File: src/rtl/rx_frame_fsm.sv
// Parametrised UART receive framer with mid-bit oversampled sampling and per-frame error flags.
// Define RX_BREAK_DETECT_EN to add the break_detected output and break handling.
module rx_frame_fsm #(
  parameter int DATA_WIDTH  = 8,
  parameter int PARITY_MODE = 1,
  parameter int STOP_BITS   = 1,
  parameter int OVERSAMPLE  = 16
) (
  input  logic                  clk,
  input  logic                  reset,
  input  logic                  os_tick,
  input  logic                  rx_in,
  output logic [DATA_WIDTH-1:0] rx_data,
  output logic                  rx_valid,
  output logic                  parity_error,
  output logic                  framing_error,
  output logic                  busy,
  output logic [2:0]            state
`ifdef RX_BREAK_DETECT_EN
  ,
  output logic                  break_detected
`endif
);

  localparam int OS_W  = $clog2(OVERSAMPLE);
  localparam int IDX_W = $clog2(DATA_WIDTH + 1);
  localparam logic [OS_W-1:0]  START_PT  = OS_W'(OVERSAMPLE / 2 - 1);
  localparam logic [OS_W-1:0]  BIT_PT    = OS_W'(OVERSAMPLE - 1);
  localparam logic [IDX_W-1:0] LAST_DATA = IDX_W'(DATA_WIDTH - 1);
  localparam logic [IDX_W-1:0] LAST_STOP = IDX_W'(STOP_BITS - 1);

  typedef enum logic [2:0] {
    IDLE   = 3'd0,
    START  = 3'd1,
    DATA   = 3'd2,
    PARITY = 3'd3,
    STOP   = 3'd4
  } state_t;

  state_t                  state_q, state_d;
  logic                    rx_prev;
  logic [OS_W-1:0]         os_cnt;
  logic [IDX_W-1:0]        bit_idx;
  logic [DATA_WIDTH-1:0]   shift_reg;
  logic                    par_err, fr_err, break_wait;
  logic                    fall_edge, start_pt, bit_pt, brk_hit;
`ifdef RX_BREAK_DETECT_EN
  logic                    par_bit;
`endif

  assign fall_edge = ~rx_in & rx_prev;
  assign start_pt  = os_tick && (os_cnt == START_PT);
  assign bit_pt    = os_tick && (os_cnt == BIT_PT);

  // A break is judged at the first stop sample: everything since the start bit was low.
`ifdef RX_BREAK_DETECT_EN
  assign brk_hit = (state_q == STOP) && !break_wait && bit_pt && (bit_idx == '0) && !rx_in &&
                   (shift_reg == '0) && ((PARITY_MODE == 0) || !par_bit);
`else
  assign brk_hit = 1'b0;
`endif

  always_ff @(posedge clk or negedge reset) begin
    if (!reset) state_q <= IDLE;
    else        state_q <= state_d;
  end

  always_comb begin
    state_d = state_q;
    case (state_q)
      IDLE:   if (fall_edge) state_d = START;
      START:  if (start_pt) state_d = rx_in ? IDLE : DATA;
      DATA:   if (bit_pt && (bit_idx == LAST_DATA)) state_d = (PARITY_MODE != 0) ? PARITY : STOP;
      PARITY: if (bit_pt) state_d = STOP;
      STOP: begin
        if (break_wait) begin
          if (os_tick && rx_in) state_d = IDLE;
        end else if (bit_pt && (bit_idx == LAST_STOP) && !brk_hit) begin
          state_d = IDLE;
        end
      end
      default: state_d = IDLE;
    endcase
  end

  always_comb begin
    busy  = (state_q != IDLE);
    state = state_q;
  end

  // Sampling datapath; completion outputs are single-cycle and zero otherwise.
  always_ff @(posedge clk or negedge reset) begin
    if (!reset) begin
      rx_prev       <= 1'b1;
      os_cnt        <= '0;
      bit_idx       <= '0;
      shift_reg     <= '0;
      par_err       <= 1'b0;
      fr_err        <= 1'b0;
      break_wait    <= 1'b0;
      rx_data       <= '0;
      rx_valid      <= 1'b0;
      parity_error  <= 1'b0;
      framing_error <= 1'b0;
`ifdef RX_BREAK_DETECT_EN
      par_bit        <= 1'b0;
      break_detected <= 1'b0;
`endif
    end else begin
      rx_prev       <= rx_in;
      rx_valid      <= 1'b0;
      parity_error  <= 1'b0;
      framing_error <= 1'b0;
`ifdef RX_BREAK_DETECT_EN
      break_detected <= 1'b0;
`endif
      case (state_q)
        IDLE: begin
          os_cnt     <= '0;
          bit_idx    <= '0;
          break_wait <= 1'b0;
        end
        START: begin
          if (start_pt) begin
            os_cnt  <= '0;
            bit_idx <= '0;
            par_err <= 1'b0;
            fr_err  <= 1'b0;
`ifdef RX_BREAK_DETECT_EN
            par_bit <= 1'b0;
`endif
          end else if (os_tick) begin
            os_cnt <= os_cnt + 1'b1;
          end
        end
        DATA: begin
          if (bit_pt) begin
            os_cnt    <= '0;
            shift_reg <= {rx_in, shift_reg[DATA_WIDTH-1:1]};
            bit_idx   <= (bit_idx == LAST_DATA) ? '0 : bit_idx + 1'b1;
          end else if (os_tick) begin
            os_cnt <= os_cnt + 1'b1;
          end
        end
        PARITY: begin
          if (bit_pt) begin
            os_cnt  <= '0;
            par_err <= ((^shift_reg) ^ rx_in) ^ (PARITY_MODE == 2);
`ifdef RX_BREAK_DETECT_EN
            par_bit <= rx_in;
`endif
          end else if (os_tick) begin
            os_cnt <= os_cnt + 1'b1;
          end
        end
        STOP: begin
          if (break_wait) begin
            if (os_tick && rx_in) break_wait <= 1'b0;
          end else if (bit_pt) begin
            os_cnt <= '0;
            if (brk_hit) begin
              break_wait <= 1'b1;
`ifdef RX_BREAK_DETECT_EN
              break_detected <= 1'b1;
`endif
            end else if (bit_idx == LAST_STOP) begin
              rx_valid      <= 1'b1;
              rx_data       <= shift_reg;
              parity_error  <= (PARITY_MODE != 0) && par_err;
              framing_error <= fr_err | ~rx_in;
            end else begin
              bit_idx <= bit_idx + 1'b1;
              fr_err  <= fr_err | ~rx_in;
            end
          end else if (os_tick) begin
            os_cnt <= os_cnt + 1'b1;
          end
        end
        default: begin
          os_cnt  <= '0;
          bit_idx <= '0;
        end
      endcase
    end
  end

endmodule
File: config.mk
export PLATFORM = sky130hd
export DESIGN_NAME = rx_frame_fsm
export DESIGN_NICKNAME = d
export VERILOG_FILES = /design/src/rtl/rx_frame_fsm.sv
export SDC_FILE = /design/constraint.sdc
export NUM_CORES = 1
export LEC_CHECK = 0
export ABC_AREA = 0
export CAP_MARGIN = 20
export CORE_MARGIN = 2
export CORE_UTILIZATION = 58
export CTS_BUF_LIST = sky130_fd_sc_hd__clkbuf_4
export DETAILED_ROUTE_END_ITERATION = 16
export GPL_ROUTABILITY_DRIVEN = 0
export PLACE_DENSITY_LB_ADDON = 0.12
export SYNTH_ARGS = -nofsm -noshare
export SYNTH_HDL_FRONTEND = slang
export SYNTH_SLANG_ARGS = --single-unit
File: constraint.sdc
create_clock -name clk -period 3 [get_ports clk]
set_clock_uncertainty 0.2 [all_clocks]
set_input_delay 0.3 -clock clk [delete_from_list [all_inputs] [get_ports clk]]
set_output_delay 0.3 -clock clk [all_outputs]
set_load 0.02 [all_outputs]
==> reports/qor.yml, run 1 <==
logic_synthesis:
  synthTopCellsByArea: "dfrtp_1 (47%), mux2_2 (10%), xnor2_1 (3.5%)"
  syn_nets: 167
  synth_edf_count: 0
  yosysUniqueCellTypes: 44
  seq_area_frac_synth: 0.4885
  synth-seq-cells: 34
  synth_cells: 160
  syn_area_um2: 1744
  postSynth.asyncResetShare: 1.000
  syn_avg_cell_area_um2: 10.90
  netlist.area_leader.share: 0.4735
  yosysTopAreaCell: "dfrtp_1"
  yosysWarnings: 0
  ys.flop_type: "dfrtp_1"
critical_path:
  reg2regPathDepth: 4
  cp.required_ns: 2.50
  reg2reg_slack_ns: 0.63
  worst-setup-path-type: "reg -> out"
  crit_path_start_kind: "register"
  max_stage_delay_ns: 0.60
  cp-end-kind: "primary output"
  critical_path.cell_chain: "or3_1 > clkdlybuf4s50_1"
  crit_fanout: 18
  r2r_start: "state[2]"
  worst_path_max_delay_cell: "dfrtp_1"
  critical_path_arrival_ns: 1.90
  r2r-end: "rx_data[4]"
clocking:
  ctsResizeCount: 0
  cts_setup_buffers: 0
  root_buffer: "clkbuf_4"
  clk_path_buf_depth: 2
  cts_num_sinks: 34
  cts_tree: "yes"
  cts_max_level: 2
  ctsHoldBuffers: 0
  cts_buffers: 5
  clkTransAtPathRegs_ns: 0.11
  insertion_delay_ns: 0.34
floorplanning:
  ios: 19
  die-area_um2: 3462
  rows: 19
  core_um2: 2805
  die_h_um: 58.84
  start_util: 0.6218
  fp.dieW_um: 58.84
power:
  cellPowerDensity_nw_per_um2: 541.6
  p_leak_nw: 0.8910
  peakVddDrop_mv: 0.3258
placed_design:
  pre_cts_ws_ns: 0.6207
  dp_hpwl_mm: 2.437
  io_buffers: 18
sta:
  fmax_ghz: 0.4169
  fin_crit_sh: 0.7995
  holdWs_ns: 0.1597
  fin_setup_tns_ns: 0
  drv_slew: 0
  slew_headroom: 0.5887
  rsz0062_at_grt: "false"
  min_period_ns: 2.398
  hold_viol_final: 0
  setup-violations-final: 0
  fin_ws_ns: 0.6016
  worst-slew-pin-transition_ns: 0.6123
finish:
  layout-drive-gt1-share: 0.1667
  fin_nets: 186
  mostFrequentLayoutCells: "dfrtp_1 (33), clkdlybuf4s50_1 (18), mux2_2 (16)"
  final_common_cell: "dfrtp_1"
  area_growth_pct: 14.56
  diodes: 0
global_route:
  grt_max_degree: 35
  grt_pass1_wl_mm: 5.747
  grt_pass1_vias: 1252
  grt_antenna_before_repair: 0
  grt_usage: 0.2225
  gr-total-overflow: 0
drt:
  num_vias: 1278
  routed_wl_mm: 3.269
  antenna_left: 0
  first_pass_iters: 4
  first_iter_violations: 71
  wl_per_cell_um: 15.49
  routed_via_density: 6.057
  drc_errors: 0
run_status:
  status: "finished, final reports clean"
flow_run:
  drv_cap: 0
min_path:
  hp-class: "in -> async"
worst max-delay path, delay by kind of cell, from the launching register on:
family / cells / cell delay (ns)
flops: 1 / 0.60
buf+inv: 1 / 0.54
simple gates: 1 / 0.43
per-layer routing:
layer,global-route usage,routed length (um),vias to the layer above
met1,0.2907,1356,612
met4,0.08442,59,0
met5,0,0,-
li1,-,-,610
met3,0.05714,178,7
met2,0.3571,1674,49
final cells by class:
class	count	area [um^2]
clock inverter	3	16.27
multi-input combinational	112	835.8
fill	213	807.0
timing repair buffer	20	195.2
tap	31	38.79
sequential	34	852.1
inverter	6	22.52
clock buffer	5	37.54
Yosys cell counts (2+ instances only):
library cell	n
nand4b_1	2
nor4b_1	2
nand4_1	2
dfrtp_1	33
o21ai_0	6
xnor2_1	7
nand2_1	11
nor3_1	3
a21oi_1	3
nor2_1	13
ha_1	3
clkbuf_1	4
nor3b_1	2
nor2b_1	4
mux2_2	16
o41ai_1	3
mux2i_1	3
xor2_1	3
buf_2	2
nand3_1	8
nor4_4	2
inv_1	6
where the power goes:
part / switching, mW / internal (mW) / leakage [nW] / total [mW]
Sequential: 0.0840 / 0.492 / 0.465 / 0.576
Clock: 0.149 / 0.0870 / 0.0286 / 0.236
Combinational: 0.153 / 0.117 / 0.397 / 0.270
Total: 0.386 / 0.696 / 0.891 / 1.08
worst max-delay path by stage:
stage	slack [ns]	startpoint	endpoint	cells past startpoint
after floorplan	0.86	bit_idx[0]	rx_data[0]	5
after CTS	0.60	state[0]	busy	2
after global placement	0.67	bit_idx[0]	rx_data[3]	5
after global routing	0.50	state[0]	busy	2
after detailed placement	0.62	os_tick	rx_data[0]	4
final	0.60	state[0]	busy	2
logic make-up (layout without fill, tap and decap cells):
logic type	Yosys count	in the layout	share of synthesized area
fa+ha+maj	3	3	0.02152
simple gates	57	57	0.1958
compound gates	23	23	0.09112
mux	19	19	0.1205
flops	34	34	0.4885
buf+inv	14	34	0.03227
xor+xnor	10	10	0.05022
metrics by stage:
stage	power (mW)	util	area (um^2)	instances
floorplan	0.7627	-	1744	160
global placement	0.8443	0.6931	1944	203
detailed placement	0.8548	0.6931	1944	203
CTS	1.090	0.7123	1998	211
global route	1.151	0.7123	1998	211
finish	1.082	0.7123	1998	211
No activity file was read; power rests on OpenSTA's default activity.
==> inputs of run 2 (changes only) <==
--- a/config.mk
+++ b/config.mk
@@ -8,7 +8,7 @@
 export ABC_AREA = 0
 export CAP_MARGIN = 20
 export CORE_MARGIN = 2
-export CORE_UTILIZATION = 58
+export CORE_UTILIZATION = 52
 export CTS_BUF_LIST = sky130_fd_sc_hd__clkbuf_4
 export DETAILED_ROUTE_END_ITERATION = 16
 export GPL_ROUTABILITY_DRIVEN = 0
==> constraint.sdc (replaced) <==
create_clock -name clk -period 2.15 [get_ports clk]
set_clock_uncertainty 0.2 [all_clocks]
set_input_delay 0.215 -clock clk [delete_from_list [all_inputs] [get_ports clk]]
set_output_delay 0.215 -clock clk [all_outputs]
set_load 0.02 [all_outputs]
==> reports/qor.yml, run 2 (synthesized netlist as in run 1, its figures left out) <==
power:
  p_total_mw: 1.639  # +51%
  cellPowerDensity_nw_per_um2: 745.2  # +38%
  p_sw_mw: 0.5974  # +55%
  p_comb_frac: 0.299  # +0.049
  p_leak_nw: 0.9706  # +8.9%
  peakVddDrop_mv: 0.4052  # +24%
  p_clk_frac: 0.215  # -0.003
  p_int_mw: 1.042  # +50%
  p_sw_frac: 0.3645  # +0.007999
  seqPwrFrac: 0.486  # -0.046
critical_path:
  cp.required_ns: 2.19  # -0.31 ns
  critical_path.cell_chain: "inv_2 > ha_4 > or3b_4 > nor4b_4 > a211o_1 > mux2i_1 > o41ai_1"
  max_stage_delay_ns: 0.42  # -0.18 ns
  path_buf_inv: 1  # unchanged
  r2r_start: "bit_idx[0]"
  cp-startpoint: "bit_idx[0]"
  cp-end-kind: "register"
  cp_top_family: "simple AND/OR/NAND/NOR gates"
  worst_path_max_delay_cell: "dfrtp_1"
  crit_fanout: 3  # -15
  crit_path_start_kind: "register"
  worst-setup-path-type: "reg -> reg"
  critical_path_arrival_ns: 2.11  # +0.21 ns
global_route:
  grt_max_degree: 35  # unchanged
  grt_pass1_wl_mm: 5.858  # +1.9%
  busiest_layer: "met2"
  gr-total-overflow: 0  # unchanged
  grt_pass1_vias: 1298  # +3.7%
  grt_antenna_before_repair: 0  # unchanged
  use_met3: 0.04969  # -0.007453
  met1_usage: 0.2882  # -0.002517
  grt_usage: 0.2161  # -0.006394
  use_met2: 0.3128  # -0.04436
sta:
  rsz0062_at_grt: "false"
  fmax_ghz: 0.4818
  holdWs_ns: 0.04842  # -0.1113 ns
  hold_viol_final: 0  # unchanged
  setup-violations-final: 0  # unchanged
  worst-slew-pin-transition_ns: 0.4081  # -0.2042 ns
  slew_headroom: 0.7279  # +0.1392
  fin_crit_sh: 0.9654
  fin_ws_ns: 0.07434  # -0.5272 ns
  min_period_ns: 2.076
  drv_slew: 0  # unchanged
finish:
  mostFrequentLayoutCells: "dfrtp_1 (29), mux2_2 (16), clkdlybuf4s50_1 (16), buf_4 (16), nor2_1 (13)"
  multi_input_area_um2: 884.6  # +5.8%
  layout-drive-gt1-share: 0.2755  # +0.1088
  fin_nets: 202  # +8.6%
  diodes: 0  # unchanged
  nFillCells: 263  # +23%
  final_common_cell: "dfrtp_1"
  area_growth_pct: 26.11
  stdcell_count: 242  # +15%
  finalInstanceArea_um2: 2200  # +10%
  regArea_um2: 857.1  # +0.59%
clocking:
  insertion_delay_ns: 0.36  # +0.02 ns
  cts_buffers: 5  # unchanged
  clkTransAtPathRegs_ns: 0.11  # about the same
  clk_path_buf_depth: 2  # unchanged
  root_buffer: "clkbuf_4"
  cts_num_sinks: 34  # unchanged
  cts_tree: "yes"
  cts_max_level: 2  # unchanged
placed_design:
  dp_hpwl_mm: 2.472  # +1.4%
  pre_cts_ws_ns: -0.05507  # -0.6758 ns
  io_buffers: 18  # unchanged
  place_area_um2: 2068  # +6.4%
  dp.cells: 232  # +14%
drt:
  routed_via_density: 5.508  # -9.1%
  wl_per_cell_um: 14.45  # -6.8%
  first_iter_violations: 96  # +35%
  antenna_left: 0  # unchanged
  num_vias: 1333  # +4.3%
  first_pass_iters: 4  # unchanged
  drc_errors: 0  # unchanged
  routed_wl_mm: 3.496  # +6.9%
floorplanning:
  ios: 19  # unchanged
  fp.dieW_um: 61.92  # +5.2%
  die_h_um: 61.92  # +5.2%
  rows: 21  # +2
  die-area_um2: 3833  # +11%
  core_um2: 3284  # +17%
  start_util: 0.5310  # -0.09072
flow_run:
  drv_cap: 0  # unchanged
run_status:
  status: "finished, final reports clean"
min_path:
  hp-class: "in -> async"
==> run 2: cell count changes in the layout (fill, tap and decap cells not counted), moves of 2 or more <==
cell | before | now
ha_4 | 0 | 2
buf_6 | 0 | 2
ha_1 | 3 | 1
buf_4 | 2 | 16
dfrtp_1 | 33 | 29
clkdlybuf4s50_1 | 18 | 16
dfrtp_2 | 0 | 4
==> run 2: area by class of cell <==
class / count / share of cell area
multi-input combinational: 112 / 0.4022
sequential: 34 / 0.3896
timing repair buffer: 36 / 0.1473
tap: 46 / 0.02617
clock buffer: 5 / 0.01706
inverter: 6 / 0.01024
clock inverter: 3 / 0.007395
==> run 2: path summary, 6_finish.rpt <==
check                                endpoint  slack (ns)  depth (start not counted)
worst max-delay path               bit_idx[2]        0.07                          7
worst min-delay path            framing_error        0.05                          2
worst max register to register     bit_idx[2]        0.07                          7
worst min register to register   parity_error        0.29                          1
max in group asynchronous             rx_prev        1.37                          2
min in group clk                      rx_prev        0.28                          1
==> run 2: per-layer routing <==
metal / vias to the layer above / share of wire
met1: 649 / 0.48
met5: - / 0
li1: 644 / -
met3: 7 / 0.041
met2: 33 / 0.46
met4: 0 / 0.024
==> run 2: power by group through the flow <==
stage	Sequential (mW)	Clock (mW)	Combinational, mW
after floorplan	0.750	0	0.315
after global placement	0.787	0	0.449
after detailed placement	0.789	0	0.459
after CTS	0.781	0.364	0.455
after global routing	0.806	0.385	0.540
final	0.797	0.352	0.490
==> run 2: what timing repair did <==
| action | in CTS | in global routing |
|---|---|---|
| hold buffers | 0 | 0 |
| setup buffers | 0 | 2 |
| setup endpoints to repair | 12 | 15 |
| gates resized for setup | 5 | 12 |
| pin swaps | 1 | 2 |
| cloned | 0 | 0 |
==> run 2: metrics by stage <==
step	utilization	TNS [ns]
5_1_grt	0.6697	0
3_3_place_gp	0.6297	0
3_5_place_dp	0.6297	-0.3850
2_1_floorplan	-	0
6_report	0.6697	0
4_1_cts	0.6476	0
==> run 2: worst register-to-register path: cells and delay by family (launching register included) <==
family	cells	cell delay, ns
adders and majority gates	1	0.13
and+or+nand+nor	2	0.54
AOI/OAI and AO/OA	2	0.39
muxes	1	0.17
DFF	1	0.42
buffers and inverters	1	0.11
==> inputs of run 3 (changes only) <==
--- a/config.mk
+++ b/config.mk
@@ -7,7 +7,6 @@
 export LEC_CHECK = 0
 export ABC_AREA = 0
 export CAP_MARGIN = 20
-export CORE_MARGIN = 2
 export CORE_UTILIZATION = 52
 export CTS_BUF_LIST = sky130_fd_sc_hd__clkbuf_4
 export DETAILED_ROUTE_END_ITERATION = 16
==> reports/qor.yml, run 3 (synthesized netlist as in run 1, its figures left out) <==
global_route:
  grt_max_degree: 35  # unchanged
  grt_usage: 0.2405  # +0.02445
  grt_pass1_wl_mm: 6.134  # +4.7%
  grt_pass1_vias: 1344  # +3.5%
  grt_antenna_before_repair: 0  # unchanged
  gr-total-overflow: 0  # unchanged
power:
  p_sw_mw: 0.6073  # +1.7%
  p_clk_frac: 0.318  # +0.103
  p_sw_frac: 0.3178  # -0.04667
  p_comb_frac: 0.278  # -0.021
  seqPwrFrac: 0.404  # -0.082
  cellPowerDensity_nw_per_um2: 856.2  # +15%
  peakVddDrop_mv: 0.6620  # +63%
  p_leak_nw: 1.014  # +4.5%
  p_int_mw: 1.304  # +25%
drt:
  drc_errors: 0  # unchanged
  first_iter_violations: 84  # -13%
  antenna_left: 0  # unchanged
  wl_per_cell_um: 14.90  # +3.2%
  routed_via_density: 5.669  # +2.9%
  first_pass_iters: 4  # unchanged
  routed_wl_mm: 3.607  # +3.2%
  num_vias: 1372  # +2.9%
sta:
  fmax_ghz: 0.4827  # +0.18%
  rsz0062_at_grt: "false"
  drv_slew: 0  # unchanged
  worst-slew-pin-transition_ns: 0.4126  # +0.004540 ns
  hold_viol_final: 0  # unchanged
  slew_headroom: 0.7249  # -0.003026
  min_period_ns: 2.072  # -0.003767 ns
  fin_crit_sh: 0.9637  # -0.001752
  setup-violations-final: 0  # unchanged
critical_path:
  max_stage_delay_ns: 0.61  # +0.19 ns
  reg2regPathDepth: 8  # +1
  critical_path_arrival_ns: 1.66  # -0.45 ns
  critical_path.cell_chain: "buf_4 > clkdlybuf4s50_1"
  cp.required_ns: 1.74  # -0.45 ns
  worst_path_max_delay_cell: "clkdlybuf4s50_1"
  cp-end-kind: "primary output"
  worst-setup-path-type: "reg -> out"
  crit_path_start_kind: "register"
  crit_fanout: 10  # +7
  reg2reg_slack_ns: 0.11  # +0.04 ns
floorplanning:
  core_um2: 3128  # -4.8%
  die-area_um2: 3590  # -6.4%
  die_h_um: 59.92  # -3.2%
  fp.dieW_um: 59.92  # -3.2%
  rows: 20  # -4.8%
  ios: 19  # unchanged
  start_util: 0.5576  # +0.02655
finish:
  diodes: 0  # unchanged
  regArea_um2: 854.6  # -0.29%
  multi_input_area_um2: 857.1  # -3.1%
  layout-drive-gt1-share: 0.2778  # +0.002268
  nFillCells: 241  # -8.4%
  finalInstanceArea_um2: 2232  # +1.5%
  area_growth_pct: 27.98
  postLayoutCoreUtil: 0.7136  # +0.04389
  fin_nets: 204  # +0.99%
  mostFrequentLayoutCells: "dfrtp_1 (31), buf_4 (18), clkdlybuf4s50_1 (17)"
  final_common_cell: "dfrtp_1"
clocking:
  cts_buffers: 5  # unchanged
  cts_max_level: 2  # unchanged
  clkTransAtPathRegs_ns: 0.12  # about the same
  cts_tree: "yes"
  insertion_delay_ns: 0.35  # about the same
  root_buffer: "clkbuf_4"
  cts_num_sinks: 34  # unchanged
  ctsHoldBuffers: 0  # unchanged
  clk_path_buf_depth: 2  # unchanged
run_status:
  status: "finished, final reports clean"
flow_run:
  drv_cap: 0  # unchanged
placed_design:
  dp_hpwl_mm: 2.598  # +5.1%
  io_buffers: 18  # unchanged
  place_area_um2: 2081  # +0.61%
min_path:
  hp-class: "in -> async"
## run 3: cell count changes in the layout (fill, tap and decap cells not counted), moves of 2 or more
cell	change
dfrtp_2	-2
buf_4	+2
dfrtp_1	+2
bufinv_16	+2
## run 3: routing by layer
layer / track usage / share of wire
met5: 0 / 0
met4: 0.08970 / 0.017
met3: 0.06710 / 0.041
met2: 0.4127 / 0.54
met1: 0.2859 / 0.40
## run 3: what timing repair did
item | CTS | global route
pin swaps | 1 | 2
endpoints found under the setup margin | 11 | 11
buffers inserted | 0 | 2
endpoints found under the hold margin | 0 | 0
resized for setup | 9 | 3
## run 3: final timing paths
| kind | startpoint | end |
|---|---|---|
| max in group asynchronous | reset | rx_prev |
| hold / removal | reset | os_cnt[0] |
| min in group clk | rx_in | rx_prev |
| hold reg to reg | par_err | parity_error |
| setup reg to reg | bit_idx[0] | bit_idx[0] |
| setup / recovery | state[2] | state[2] |
## run 3: layout make-up
| class | instances | area share |
|---|---|---|
| timing repair buffer | 38 | 0.1508 |
| inverter | 6 | 0.01009 |
| clock buffer | 5 | 0.01682 |
| clock inverter | 3 | 0.03083 |
| sequential | 34 | 0.3828 |
| tap | 44 | 0.02466 |
| multi-input combinational | 112 | 0.3840 |
## run 3: worst max-delay path, delay by kind of cell (launching register included)
kind,cells,cell delay (ns)
buffers and inverters,2,0.83
flip-flops,1,0.47
## run 3: per-stage QoR
step / std cells / setup WS (ns) / hold WS (ns) / setup TNS, ns / total power, mW
5_1_grt: 242 / 0.003990 / 0.1066 / 0 / 2.001
3_5_place_dp: 232 / -0.003028 / 0.2933 / -0.003028 / 1.284
2_1_floorplan: 160 / 0.009722 / -0.2806 / 0 / 1.064
4_1_cts: 240 / -0.008341 / 0.06780 / -0.02216 / 1.893
3_3_place_gp: 232 / 0.02103 / 0.2714 / 0 / 1.266
6_report: 242 / 0.07811 / 0.04812 / 0 / 1.911
## run 3: power groups by stage
stage / Combinational, mW / Sequential (mW) / Clock, mW
floorplan: 0.315 / 0.750 / 0
global placement: 0.493 / 0.773 / 0
detailed placement: 0.506 / 0.778 / 0
CTS: 0.509 / 0.771 / 0.614
global route: 0.584 / 0.780 / 0.637
finish: 0.532 / 0.771 / 0.608
